File: src/rtl/cv32e40p_ft_nway_voter.sv
// N-lane bitwise majority voter with per-lane health tracking and a registered output stage.
// Define FT_LANE_RECOVERY_EN to build the probation path that re-admits broken lanes.
module cv32e40p_ft_nway_voter #(
  parameter int unsigned WIDTH           = 32,
  parameter int unsigned NLANES          = 3,
  parameter int unsigned INCREMENT       = 4,
  parameter int unsigned DECREMENT       = 1,
  parameter int unsigned THRESHOLD       = 16,
  parameter int unsigned COUNT_BIT       = 5,
  parameter int unsigned RECOVERY_CYCLES = 8
) (
  input  logic                     clk,
  input  logic                     rst,
  input  logic                     valid_i,
  input  logic [NLANES*WIDTH-1:0]  data_i,
  input  logic [NLANES-1:0]        set_broken_i,
  output logic                     valid_o,
  output logic [WIDTH-1:0]         data_o,
  output logic [NLANES-1:0]        lane_err_o,
  output logic [NLANES-1:0]        is_broken_o,
  output logic                     err_detected_o,
  output logic                     err_corrected_o,
  output logic                     fatal_o
);

  localparam int unsigned CntMax = (2 ** COUNT_BIT) - 1;

  if (!(NLANES == 3 || NLANES == 5)) begin : g_bad_nlanes
    $error("cv32e40p_ft_nway_voter: NLANES must be 3 or 5");
  end
  if (THRESHOLD > CntMax || THRESHOLD == 0 || RECOVERY_CYCLES == 0) begin : g_bad_cfg
    $error("cv32e40p_ft_nway_voter: illegal THRESHOLD or RECOVERY_CYCLES");
  end

  typedef enum logic [1:0] {StHealthy, StSuspect, StBroken, StProbation} lane_state_e;

  lane_state_e                      state_q [NLANES];
  lane_state_e                      state_d [NLANES];
  logic [NLANES-1:0][COUNT_BIT-1:0] cnt_q, cnt_d;
`ifdef FT_LANE_RECOVERY_EN
  localparam int unsigned ProbW = $clog2(RECOVERY_CYCLES + 1);
  logic [NLANES-1:0][ProbW-1:0]     prob_q, prob_d;
`endif

  logic [NLANES-1:0][WIDTH-1:0] lane;
  logic [NLANES-1:0]            active;
  logic [NLANES-1:0]            mismatch;
  logic [WIDTH-1:0]             voted;
  logic [WIDTH-1:0]             lead;
  logic                         fatal;

  logic                         valid_q;
  logic [WIDTH-1:0]             data_q;
  logic [NLANES-1:0]            lane_err_q;
  logic                         err_det_q;
  logic                         err_cor_q;
  logic                         fatal_q;

  assign lane = data_i;

  // Vote. Even active counts may tie per bit; a tie takes the lowest active lane's bit and is
  // fatal. With no active lanes every bit ties (0 == 0), so A = 0 is fatal with data 0.
  always_comb begin
    int unsigned n_act;
    int unsigned ones;
    logic        found;
    logic        tie;
    n_act  = 0;
    ones   = 0;
    found  = 1'b0;
    tie    = 1'b0;
    lead   = '0;
    voted  = '0;
    active = '0;
    for (int i = 0; i < NLANES; i++) begin
      active[i] = (state_q[i] == StHealthy) || (state_q[i] == StSuspect);
      if (active[i]) begin
        n_act = n_act + 1;
        if (!found) begin
          lead  = lane[i];
          found = 1'b1;
        end
      end
    end
    for (int b = 0; b < WIDTH; b++) begin
      ones = 0;
      for (int i = 0; i < NLANES; i++) begin
        if (active[i] && lane[i][b]) ones = ones + 1;
      end
      if (2 * ones > n_act) begin
        voted[b] = 1'b1;
      end else if (2 * ones == n_act) begin
        voted[b] = lead[b];
        tie      = 1'b1;
      end
    end
    fatal = tie;
  end

  always_comb begin
    mismatch = '0;
    for (int i = 0; i < NLANES; i++) begin
      mismatch[i] = (state_q[i] != StBroken) && (lane[i] != voted);
    end
  end

  always_comb begin
    int unsigned sum;
    sum = 0;
    for (int i = 0; i < NLANES; i++) begin
      state_d[i] = state_q[i];
      cnt_d[i]   = cnt_q[i];
`ifdef FT_LANE_RECOVERY_EN
      prob_d[i]  = prob_q[i];
`endif
      case (state_q[i])
        StHealthy, StSuspect: begin
          if (valid_i) begin
            if (mismatch[i]) begin
              sum      = 32'(cnt_q[i]) + INCREMENT;
              cnt_d[i] = (sum > CntMax) ? COUNT_BIT'(CntMax) : COUNT_BIT'(sum);
            end else begin
              cnt_d[i] = (32'(cnt_q[i]) < DECREMENT) ? '0 : cnt_q[i] - COUNT_BIT'(DECREMENT);
            end
            if (32'(cnt_d[i]) >= THRESHOLD) state_d[i] = StBroken;
            else if (cnt_d[i] == '0)        state_d[i] = StHealthy;
            else                            state_d[i] = StSuspect;
          end
        end
`ifdef FT_LANE_RECOVERY_EN
        StBroken: begin
          state_d[i] = StProbation;
          prob_d[i]  = '0;
        end
        StProbation: begin
          if (valid_i && !fatal) begin
            if (mismatch[i]) begin
              state_d[i] = StBroken;
              prob_d[i]  = '0;
            end else if (32'(prob_q[i]) + 32'd1 >= RECOVERY_CYCLES) begin
              state_d[i] = StHealthy;
              cnt_d[i]   = '0;
              prob_d[i]  = '0;
            end else begin
              prob_d[i]  = prob_q[i] + ProbW'(1);
            end
          end
        end
`else
        StBroken: state_d[i] = StBroken;
`endif
        default: state_d[i] = StBroken;
      endcase
      if (set_broken_i[i]) begin
        state_d[i] = StBroken;
`ifdef FT_LANE_RECOVERY_EN
        prob_d[i]  = '0;
`endif
      end
    end
  end

  always_ff @(posedge clk or posedge rst) begin
    if (rst) begin
      for (int i = 0; i < NLANES; i++) state_q[i] <= StHealthy;
      cnt_q  <= '0;
`ifdef FT_LANE_RECOVERY_EN
      prob_q <= '0;
`endif
    end else begin
      for (int i = 0; i < NLANES; i++) state_q[i] <= state_d[i];
      cnt_q  <= cnt_d;
`ifdef FT_LANE_RECOVERY_EN
      prob_q <= prob_d;
`endif
    end
  end

  always_ff @(posedge clk or posedge rst) begin
    if (rst) begin
      valid_q    <= 1'b0;
      data_q     <= '0;
      lane_err_q <= '0;
      err_det_q  <= 1'b0;
      err_cor_q  <= 1'b0;
      fatal_q    <= 1'b0;
    end else begin
      valid_q <= valid_i;
      if (valid_i) begin
        data_q     <= voted;
        lane_err_q <= mismatch;
        err_det_q  <= (|mismatch) | fatal;
        err_cor_q  <= ((|mismatch) | fatal) & ~fatal;
        fatal_q    <= fatal;
      end
    end
  end

  always_comb begin
    is_broken_o = '0;
    for (int i = 0; i < NLANES; i++) begin
      is_broken_o[i] = (state_q[i] == StBroken) || (state_q[i] == StProbation);
    end
  end

  assign valid_o         = valid_q;
  assign data_o          = data_q;
  assign lane_err_o      = lane_err_q;
  assign err_detected_o  = err_det_q;
  assign err_corrected_o = err_cor_q;
  assign fatal_o         = fatal_q;

endmodule

File: config.mk
export PLATFORM = sky130hd
export DESIGN_NAME = cv32e40p_ft_nway_voter
export DESIGN_NICKNAME = d
export VERILOG_FILES = /design/src/rtl/cv32e40p_ft_nway_voter.sv
export SDC_FILE = /design/constraint.sdc
export NUM_CORES = 1
export LEC_CHECK = 0
export BUFFER_PORTS_ARGS = -buffer_cell sky130_fd_sc_hd__buf_4
export CAP_MARGIN = 0
export CORE_AREA = 3 3 168 129
export CTS_CLUSTER_DIAMETER = 150
export DETAILED_ROUTE_END_ITERATION = 10
export DIE_AREA = 0 0 171 132
export PLACE_DENSITY_LB_ADDON = 0.3
export SYNTH_ARGS = -nofsm -noshare
export SYNTH_HDL_FRONTEND = slang
export SYNTH_SLANG_ARGS = --single-unit
File: constraint.sdc
create_clock -name clk -period 12.7 [get_ports clk]
set_input_delay 1.27 -clock clk [delete_from_list [all_inputs] [get_ports clk]]
set_output_delay 1.27 -clock clk [all_outputs]
set_load 0.01 [all_outputs]
* After elaboration in Yosys (flattened, before gate mapping)
Index checks and enable logic that the tools add are counted.
W data, S select, Z words.
** Word-level totals
- Flip-flop bits (word level) :: 60
- Input port bits :: 102
- Output and inout bits :: 42
- Word-level logic and storage cells :: 560
** Operators by class
- Add/subtract/negate cells :: 72
- Magnitude comparators :: 41
- Eq/ne operators :: 50
- Mux-type cells :: 264
- Bitwise gates (word level) :: 3
- Reduce and logical (&&, ||, !) cells :: 118
** Operators by type and width (count)
- $mux W31 :: 64
- $eq A32 B32 Y1 :: 32
- $gt A32 B32 Y1 :: 32
- $add A31 B1 Y31 const B :: 32
- $mux W32 :: 7
- $mux W1 :: 166
- $logic_and A1 B1 Y1 :: 99
- $ne A32 B32 Y1 :: 3
- $mux W5 :: 15
- $add A1 B1 Y2 const B :: 32
- $add A32 B1 Y32 const B :: 2
- $mux W2 :: 12
- $add A5 B3 Y6 const B :: 3
- $gt A6 B5 Y1 const B :: 3
- $ge A5 B5 Y1 const B :: 3
- $logic_not A5 Y1 :: 3
- $lt A5 B1 Y1 const B :: 3
- $sub A5 B1 Y5 const B :: 3
- $eq A2 B2 Y1 const B :: 6
- $ne A3 B3 Y1 const B :: 3
- $eq A2 B1 Y1 const B :: 3
- $logic_not A2 Y1 :: 3
- $logic_or A1 B1 Y1 :: 6
- $ne A2 B2 Y1 const B :: 3
- 6 further kinds :: 10

* Depth between registers and ports, before layout
Gate-level depths: netlist of the first run.
- Depth after elaboration :: 75
- Mapped depth :: 23
- Gate-level depth less buffers :: 17

* Worst setup path before layout of the first run
Ideal clock, no wire load.
- Path kind :: flip-flop to flip-flop
- Start point :: register state_q[3] (netlist name)
- End point :: register state_q[2] (netlist name)
- Setup time :: 120 ps
- Arrival :: 6013 ps
- Data required time :: 12580 ps
- Path slack :: 6568 ps
- Cell stages (with the launch flop) :: 18
- Period minus slack after synthesis :: 6132 ps
- Cell sequence :: dfrtp_1 inv_2 buf_2 buf_2 buf_1 ha_1 o21ai_0 ha_1 and2_1 and2_1 a311oi_4 xnor2_1 a2111oi_1 nand4_1 o32ai_4 nor4b_4 nor3_2 a31o_1
** Between the ends
- Cells in the longest elaborated chain, start to end :: 20
- Elaborated cells on any way between the ends :: 281
- Classes of those cells :: add/sub (33); order compare (33); eq/ne (36); mux (142); reduce/logical (37)
** Ends and longest elaborated chain
- start: declaration :: line 37 : lane_state_e state_q [NLANES];
- branches (longest 20 deep; another with $gt A32 B32 Y1)
Parallel ways; which one is timed is not known. The select of a mux whose other input is x is not followed.
A chain may end at the register's enable or synchronous reset.

* Final worst setup path of the first run
- Start point :: register state_q[3] (netlist name)
- End point :: register state_q[4] (netlist name)
** Between the ends
- Cells in the longest elaborated chain, start to end :: 20
- Elaborated cells on any way between the ends :: 278
- Classes of those cells :: add/sub (33); order compare (33); eq/ne (34); mux (142); reduce/logical (36)
** Ends and longest elaborated chain
- $eq A2 B1 Y1 / $logic_not A2 Y1 (equally long branches) :: line 76 : active[i] = (state_q[i] == StHealthy) || (state_q[i] == StSuspect);
- $logic_or A1 B1 Y1 (*) :: line 76
- branches (longest 7 deep; another with $gt A32 B32 Y1)
- $ne A32 B32 Y1 (*) :: line 103 : mismatch[i] = (state_q[i] != StBroken) && (lane[i] != voted);
- $logic_and A1 B1 Y1 (*) :: line 103
- $mux W5 (*) :: line 119 : if (mismatch[i]) begin
- $mux W5 (*) :: line 118 : if (valid_i) begin
- $mux W5 (*) :: line 116 : case (state_q[i])
- branches (longest 2 deep; another with $ge A5 B5 Y1)
- $mux W2 (*) :: line 125 : if (32'(cnt_d[i]) >= THRESHOLD) state_d[i] = StBroken;
- $mux W2 (*) :: line 118
- $mux W2 (*) :: line 116
- $mux W2 (*) :: line 154 : if (set_broken_i[i]) begin
Mark *: on every way between the ends. The select of a mux whose other input is x is not followed.

==> impl_metrics.yaml, run 1 <==
detailed_routing:
  antenna_left: 0
  top_layer: "met4"
  wl_met2_um: 14830
  wl_met1_um: 16060
  first_pass_iters: 6
  drc: 0
  via_per_inst: 6.343
  avgRoutedWirePerCell_um: 21.75
  wl_met3_um: 5230
  drt_iter0_markers: 1306
  detail_route.wirelength_um: 37150
  num_vias: 10834
timing:
  setup_viol: 0
  tightest_slew_ns: 1.256
  final.setup_skew_ns: 0.01600
  layout_min_cycle_time_ns: 5.898
  maxSlewViolCount: 0
  tns_ns: 0
  hold_viol_final: 0
  post-route-period-util_pct: 46.44
  fin_ws_ns: 6.802
  fmax_ghz: 0.1695
  slew_headroom_pct: 15.19
  worst_hold_slack_ns: 0.4937
  rsz0062_at_grt: "no"
clock_network:
  postCtsHoldBufs: 0
  tritoncts: "built"
  root_buffer: "clkbuf_16"
  cts_resized: 0
  numClockSinks: 60
  post_cts_buffers: 0
  cts_made_buffers: 9
  clk_pin_slew_ns: 0.06
  clock_latency_ns: 0.35
  cts_buffer_depth: 2
  htreeDepth: 3
pwr:
  ir_worst_vdd_mv: 0.04991
  p_leak_nw: 5.549
  power_frac_seq_pct: 37.2
  swShare_pct: 31.87
  power_uw: 573.8
  internal_power_uw: 390.9
  p_switching_uw: 182.9
  power_frac_clock_pct: 40.7
  p_per_area_nw_per_um2: 49.68
  pwr-share-comb_pct: 22.0
yosys:
  synth_edf_count: 0
  synth.top_cell.area_share_pct: 17.33
  yosysWarningCount: 0
  synth_cell_types: 85
  ys.flop_type: "dfrtp_1"
  synth_top_cell_by_area: "ha_1"
  synthTopCellsByCount: "nand2_1 (164), ha_1 (139), nor2_1 (106)"
  synthCells: 1335
  avgSynthCellArea_um2: 7.519
  async_flop_share_pct: 100.0
  ys_ff_latch: 60
  yosysMostFrequentCell: "nand2_1"
  synthTopCellsByArea: "ha_1 (17%), dfrtp_1 (15%), xnor2_1 (7.2%), nand2_1 (6.1%), a21oi_1 (4.0%)"
  netlist_area_um2: 10040
  yosysSeqAreaShare_pct: 14.96
  syn_nets: 1576
die:
  die_x_um: 171
  rows: 45
  core_area_um2: 20160
  io_pins: 144
  die_y_um: 132
  initial_core_util_pct: 49.80
  die-area_um2: 22570
placement:
  dpl.hpwl_um: 28770
  place_ws_ns: 7.001
  port_buffers: 143
  gp_congestion: 1.035
finish:
  layout-drive-gt1-share_pct: 15.38
  synthToLayoutAreaGrowth_pct: 15.06
  diodes: 0
  fin_nets: 1686
run:
  drv_cap: 0
worst_setup_path:
  start_kind: "flop"
  end_kind: "flop"
  critPathArrivalTime_ns: 6.19
  cp_max_fo: 29
  worstSetupPathType: "flop to flop"
  required_ns: 12.99
global_routing:
  grt_first_pass_wirelength_um: 56130
  grt_pass1_vias: 9868
  grt_usage_pct: 31.78
  overflow: 0
  antenna_found_initial: 0
  grt_max_degree: 69
outcome:
  outcome: "complete, no violations"
worst_hold_path:
  hold_class: "flop to flop"
-- worst max-delay path, cell delays in order, from the launching register on --
cell and delay, ns:
dfrtp_1 0.38, inv_2 0.60, ha_1 0.40, nor2b_1 0.23
nand2_1 0.43, ha_1 0.52, nand2_1 0.09, o311ai_0 1.06
xor2_1 0.36, nor4_1 0.39, nand4_1 0.15, o22ai_2 0.43
mux2_2 0.42, a41oi_1 0.20, o211a_1 0.17
-- path summary, 6_finish.rpt --
| check | from | endpoint | slack, ns | cells past startpoint |
|---|---|---|---|---|
| setup / recovery | state_q[3]$_DFFE_PP0P_ | state_q[4]$_DFFE_PP0P_ | 6.80 | 14 |
| hold / removal | fatal_o$_DFFE_PP0P_ | fatal_o$_DFFE_PP0P_ | 0.49 | 2 |
| setup reg to reg | state_q[3]$_DFFE_PP0P_ | state_q[4]$_DFFE_PP0P_ | 6.80 | 14 |
| hold reg to reg | fatal_o$_DFFE_PP0P_ | fatal_o$_DFFE_PP0P_ | 0.49 | 2 |
| max in group asynchronous | rst | state_q[5]$_DFFE_PP0P_ | 10.98 | 3 |
| min in group asynchronous | rst | lane_err_o[0]$_DFFE_PP0P_ | 1.17 | 3 |
-- layer usage --
layer	global-route usage [%]	up-vias
li1	-	5109
met3	11.27	82
met2	44.57	674
met1	45.92	4969
met5	0	-
met4	8.668	0
-- power groups by stage --
stage | Clock (mW) | Combinational (mW) | Sequential, mW
2_1_floorplan | 0 | 0.0515 | 0.216
3_3_place_gp | 0 | 0.123 | 0.216
3_5_place_dp | 0 | 0.123 | 0.216
4_1_cts | 0.238 | 0.124 | 0.213
5_1_grt | 0.245 | 0.136 | 0.215
6_report | 0.234 | 0.126 | 0.214
-- area by class of cell --
type                    instances  area [µm²]
fillers                      1923        8607
multi-input cells            1123        7915
flip-flops and latches         60        1503
repair buffers                157        1179
inverters                      94       352.8
well taps                     258       322.8
clock buffers                   9       225.2
clock inverters                 7       52.55
-- metrics by stage --
stage / instance area [µm²] / utilization, % / instances
floorplan: 10040 / - / 1335
global placement: 11270 / 55.92 / 1692
detailed placement: 11270 / 55.92 / 1692
CTS: 11550 / 57.30 / 1708
global route: 11550 / 57.30 / 1708
finish: 11550 / 57.30 / 1708
-- placed cells by master (no fill, tap or decap), types with 7 or more instances in the layout --
| master | synthesis | routed |
|---|---|---|
| nand2_1 | 164 | 164 |
| buf_4 | 6 | 157 |
| ha_1 | 139 | 139 |
| nor2_1 | 106 | 106 |
| inv_1 | 92 | 91 |
| xnor2_1 | 83 | 83 |
| a21oi_1 | 80 | 80 |
| o21ai_0 | 66 | 65 |
| dfrtp_1 | 60 | 59 |
| nand2b_1 | 42 | 42 |
| nand3_1 | 39 | 39 |
| nor4_1 | 30 | 30 |
| nand4_1 | 27 | 27 |
| a31oi_1 | 24 | 24 |
| a211oi_1 | 23 | 23 |
| nor3_1 | 22 | 22 |
| mux2i_1 | 22 | 22 |
| nor2b_1 | 18 | 18 |
| o2111ai_1 | 18 | 18 |
| and3_1 | 18 | 18 |
| o211a_1 | 15 | 15 |
| nand3b_1 | 14 | 14 |
| a31o_2 | 13 | 13 |
| o22ai_1 | 12 | 12 |
| xor2_1 | 10 | 10 |
| clkbuf_16 | 0 | 9 |
| o211ai_1 | 8 | 8 |
| and2_1 | 7 | 7 |
| a211oi_2 | 7 | 7 |
| nor3b_1 | 7 | 7 |
-- sequential cells by signal (all words and copies together) (netlist names) --
register / cells
cnt_q: 15
data_o: 32
state_q: 6
lane_err_o: 3
fatal_o: 1
err_corrected_o: 1
valid_o: 1
err_detected_o: 1
-- cells by family after synthesis --
logic type | after synthesis | share of synthesized area, %
AOI/OAI and AO/OA | 347 | 24.72
xor gates and xnor gates | 95 | 8.438
adders and majority gates | 139 | 17.33
buffers and inverters | 152 | 6.394
DFF | 60 | 14.96
muxes | 28 | 2.867
and+or+nand+nor | 514 | 25.30
No activity file was read; power rests on OpenSTA's default activity.
==> run 2: changes to the inputs <==
Clock period 12.7 ns to 5.2 ns, I/O delays scaled along.
==> run 2 against run 1 <==
Net effect: worst hold slack got worse by 0.081 ns; power up 150%; clock power increased by 150%; die area unchanged; first-iteration DRC count increased by 2.8%; sequential cell count unchanged; sequential power rose by 140%; worst setup slack lost 6.5 ns; combinational power is 150% higher; global-route usage is 1.7 points higher; core utilization up 0.91 points.
==> impl_metrics.yaml, run 2 (synthesis gave the netlist of run 1 again) <==
outcome:
  outcome: "complete, no violations"
detailed_routing:
  wl_met1_um: 16620
  first_pass_iters: 6
  drt_iter0_markers: 1343
  detail_route.wirelength_um: 39080
  drc: 0
  top_layer: "met4"
  num_vias: 11181
  antenna_left: 0
  avgRoutedWirePerCell_um: 22.60
  via_per_inst: 6.467
  wl_met2_um: 16020
  wl_met3_um: 5233
clock_network:
  cts_made_buffers: 9
  root_buffer: "clkbuf_16"
  cts_buffer_depth: 2
  clock_latency_ns: 0.35
  htreeDepth: 3
  clk_pin_slew_ns: 0.06
  tritoncts: "built"
  post_cts_buffers: 0
  cts_resized: 0
  postCtsHoldBufs: 0
  numClockSinks: 60
finish:
  diodes: 0
  fillCellCount: 1931
  layout-drive-gt1-share_pct: 16.52
  largest_reg_flops: 32
  fin_nets: 1707
  synthToLayoutAreaGrowth_pct: 16.89
  layoutNonFillerInstCount: 1729
  final_cell_mix: "buf_4 (176), nand2_1 (164), ha_1 (139), nor2_1 (106), inv_1 (91)"
  layout_commonest_cell: "buf_4"
  final_core_util_pct: 58.21
worst_setup_path:
  r2r_slack_ns: 0.32
  worstSetupPathType: "flop to flop"
  cp_slowest_stage_delay_ns: 0.57
  required_ns: 5.43
  r2r-end: "state_q[2]$_DFFE_PP0P_"
  start_kind: "flop"
  crit_path_start: "state_q[5]$_DFFE_PP0P_"
  r2r_start: "state_q[5]$_DFFE_PP0P_"
  end_kind: "flop"
  crit_chain: "buf_4, ha_1, nand2b_1, o21ai_2, buf_4, ha_1, and2_1, and2_1, a311oi_4, xnor2_1, a2111oi_1, nand4_1, o32ai_4, nor4b_4, nor3_2, a31o_1"
  critPathArrivalTime_ns: 5.11
  reg2reg_depth: 16
  cp_max_fo: 28
  critPathSlowestCell: "a2111oi_1"
timing:
  setup_viol: 0
  maxSlewViolCount: 0
  slew_headroom_pct: 42.23
  layout_min_cycle_time_ns: 4.882
  rsz0062_at_grt: "no"
  final.setup_skew_ns: 0.01192
  tightest_slew_ns: 0.8586
  tns_ns: 0
  post-route-period-util_pct: 93.88
  fmax_ghz: 0.2048
  hold_viol_final: 0
  fin_ws_ns: 0.3181
pwr:
  power_mw: 1.415
  ir_worst_vdd_mv: 0.1151
  p_per_area_nw_per_um2: 120.6
  p_leak_nw: 5.650
global_routing:
  grt_pass1_vias: 10068
  grt_usage_pct: 33.49
  overflow: 0
  grt_first_pass_wirelength_um: 58820
  antenna_found_initial: 0
  grt_max_degree: 71
placement:
  place_ws_ns: 0.4493
  gp_congestion: 1.039
  port_buffers: 143
  dp_cells: 1713
  dpl.hpwl_um: 30960
die:
  core_area_um2: 20160
  die_y_um: 132
  die-area_um2: 22570
  initial_core_util_pct: 49.80
  io_pins: 144
  die_x_um: 171
  rows: 45
run:
  drv_cap: 0
worst_hold_path:
  hold_class: "input port to async pin"
[run 2: cell types whose count changed in the layout (fill, tap and decap cells not counted), sizes merged]
| cell | delta |
|---|---|
| buf | +21 |
| clkinv | -4 |
| clkinvlp | +2 |
| clkbuf | +2 |
[run 2: report_power, final]
group          total, mW  switching [mW]  internal [mW]
clock              0.582           0.246          0.336
combinational      0.313           0.175          0.138
sequential         0.520          0.0270          0.493
[run 2: layout make-up]
type | instances | area (µm²) | share of cell area (%)
multi-input cells | 1123 | 7915 | 67.46
flip-flops and latches | 60 | 1503 | 12.81
clock inverters | 5 | 36.28 | 0.3092
clock buffers | 11 | 242.7 | 2.069
inverters | 94 | 352.8 | 3.007
repair buffers | 178 | 1361 | 11.60
well taps | 258 | 322.8 | 2.751
[run 2: per-layer routing]
metal | GRT usage (%) | vias up
met3 | 8.693 | 119
met4 | 8.668 | 0
met2 | 47.72 | 743
met5 | 0 | -
li1 | - | 5148
met1 | 49.87 | 5171
[run 2: worst max-delay path by stage]
stage | to | cells after the start
final | state_q[2]$_DFFE_PP0P_ | 16
after global routing | state_q[2]$_DFFE_PP0P_ | 16
after CTS | state_q[2]$_DFFE_PP0P_ | 16
after detailed placement | state_q[2]$_DFFE_PP0P_ | 16
after global placement | state_q[2]$_DFFE_PP0P_ | 16
after floorplan | state_q[2]$_DFFE_PP0P_ | 21
[run 2: worst max-delay path, delay by kind of cell, from the launching register on]
| kind | cells | cell delay (ns) |
|---|---|---|
| AOI/OAI and AO/OA | 5 | 1.83 |
| and+or+nand+nor | 6 | 1.18 |
| buffers and inverters | 2 | 0.70 |
| adders and majority gates | 2 | 0.50 |
| DFF | 1 | 0.39 |
| xor gates and xnor gates | 1 | 0.13 |
[run 2: stage by stage]
stage	cell area (µm²)	hold WS [ns]
global route	11730	0.4402
CTS	11730	0.4168
floorplan	10040	0.4930
global placement	11450	0.4825
finish	11730	0.4124
detailed placement	11450	0.4821
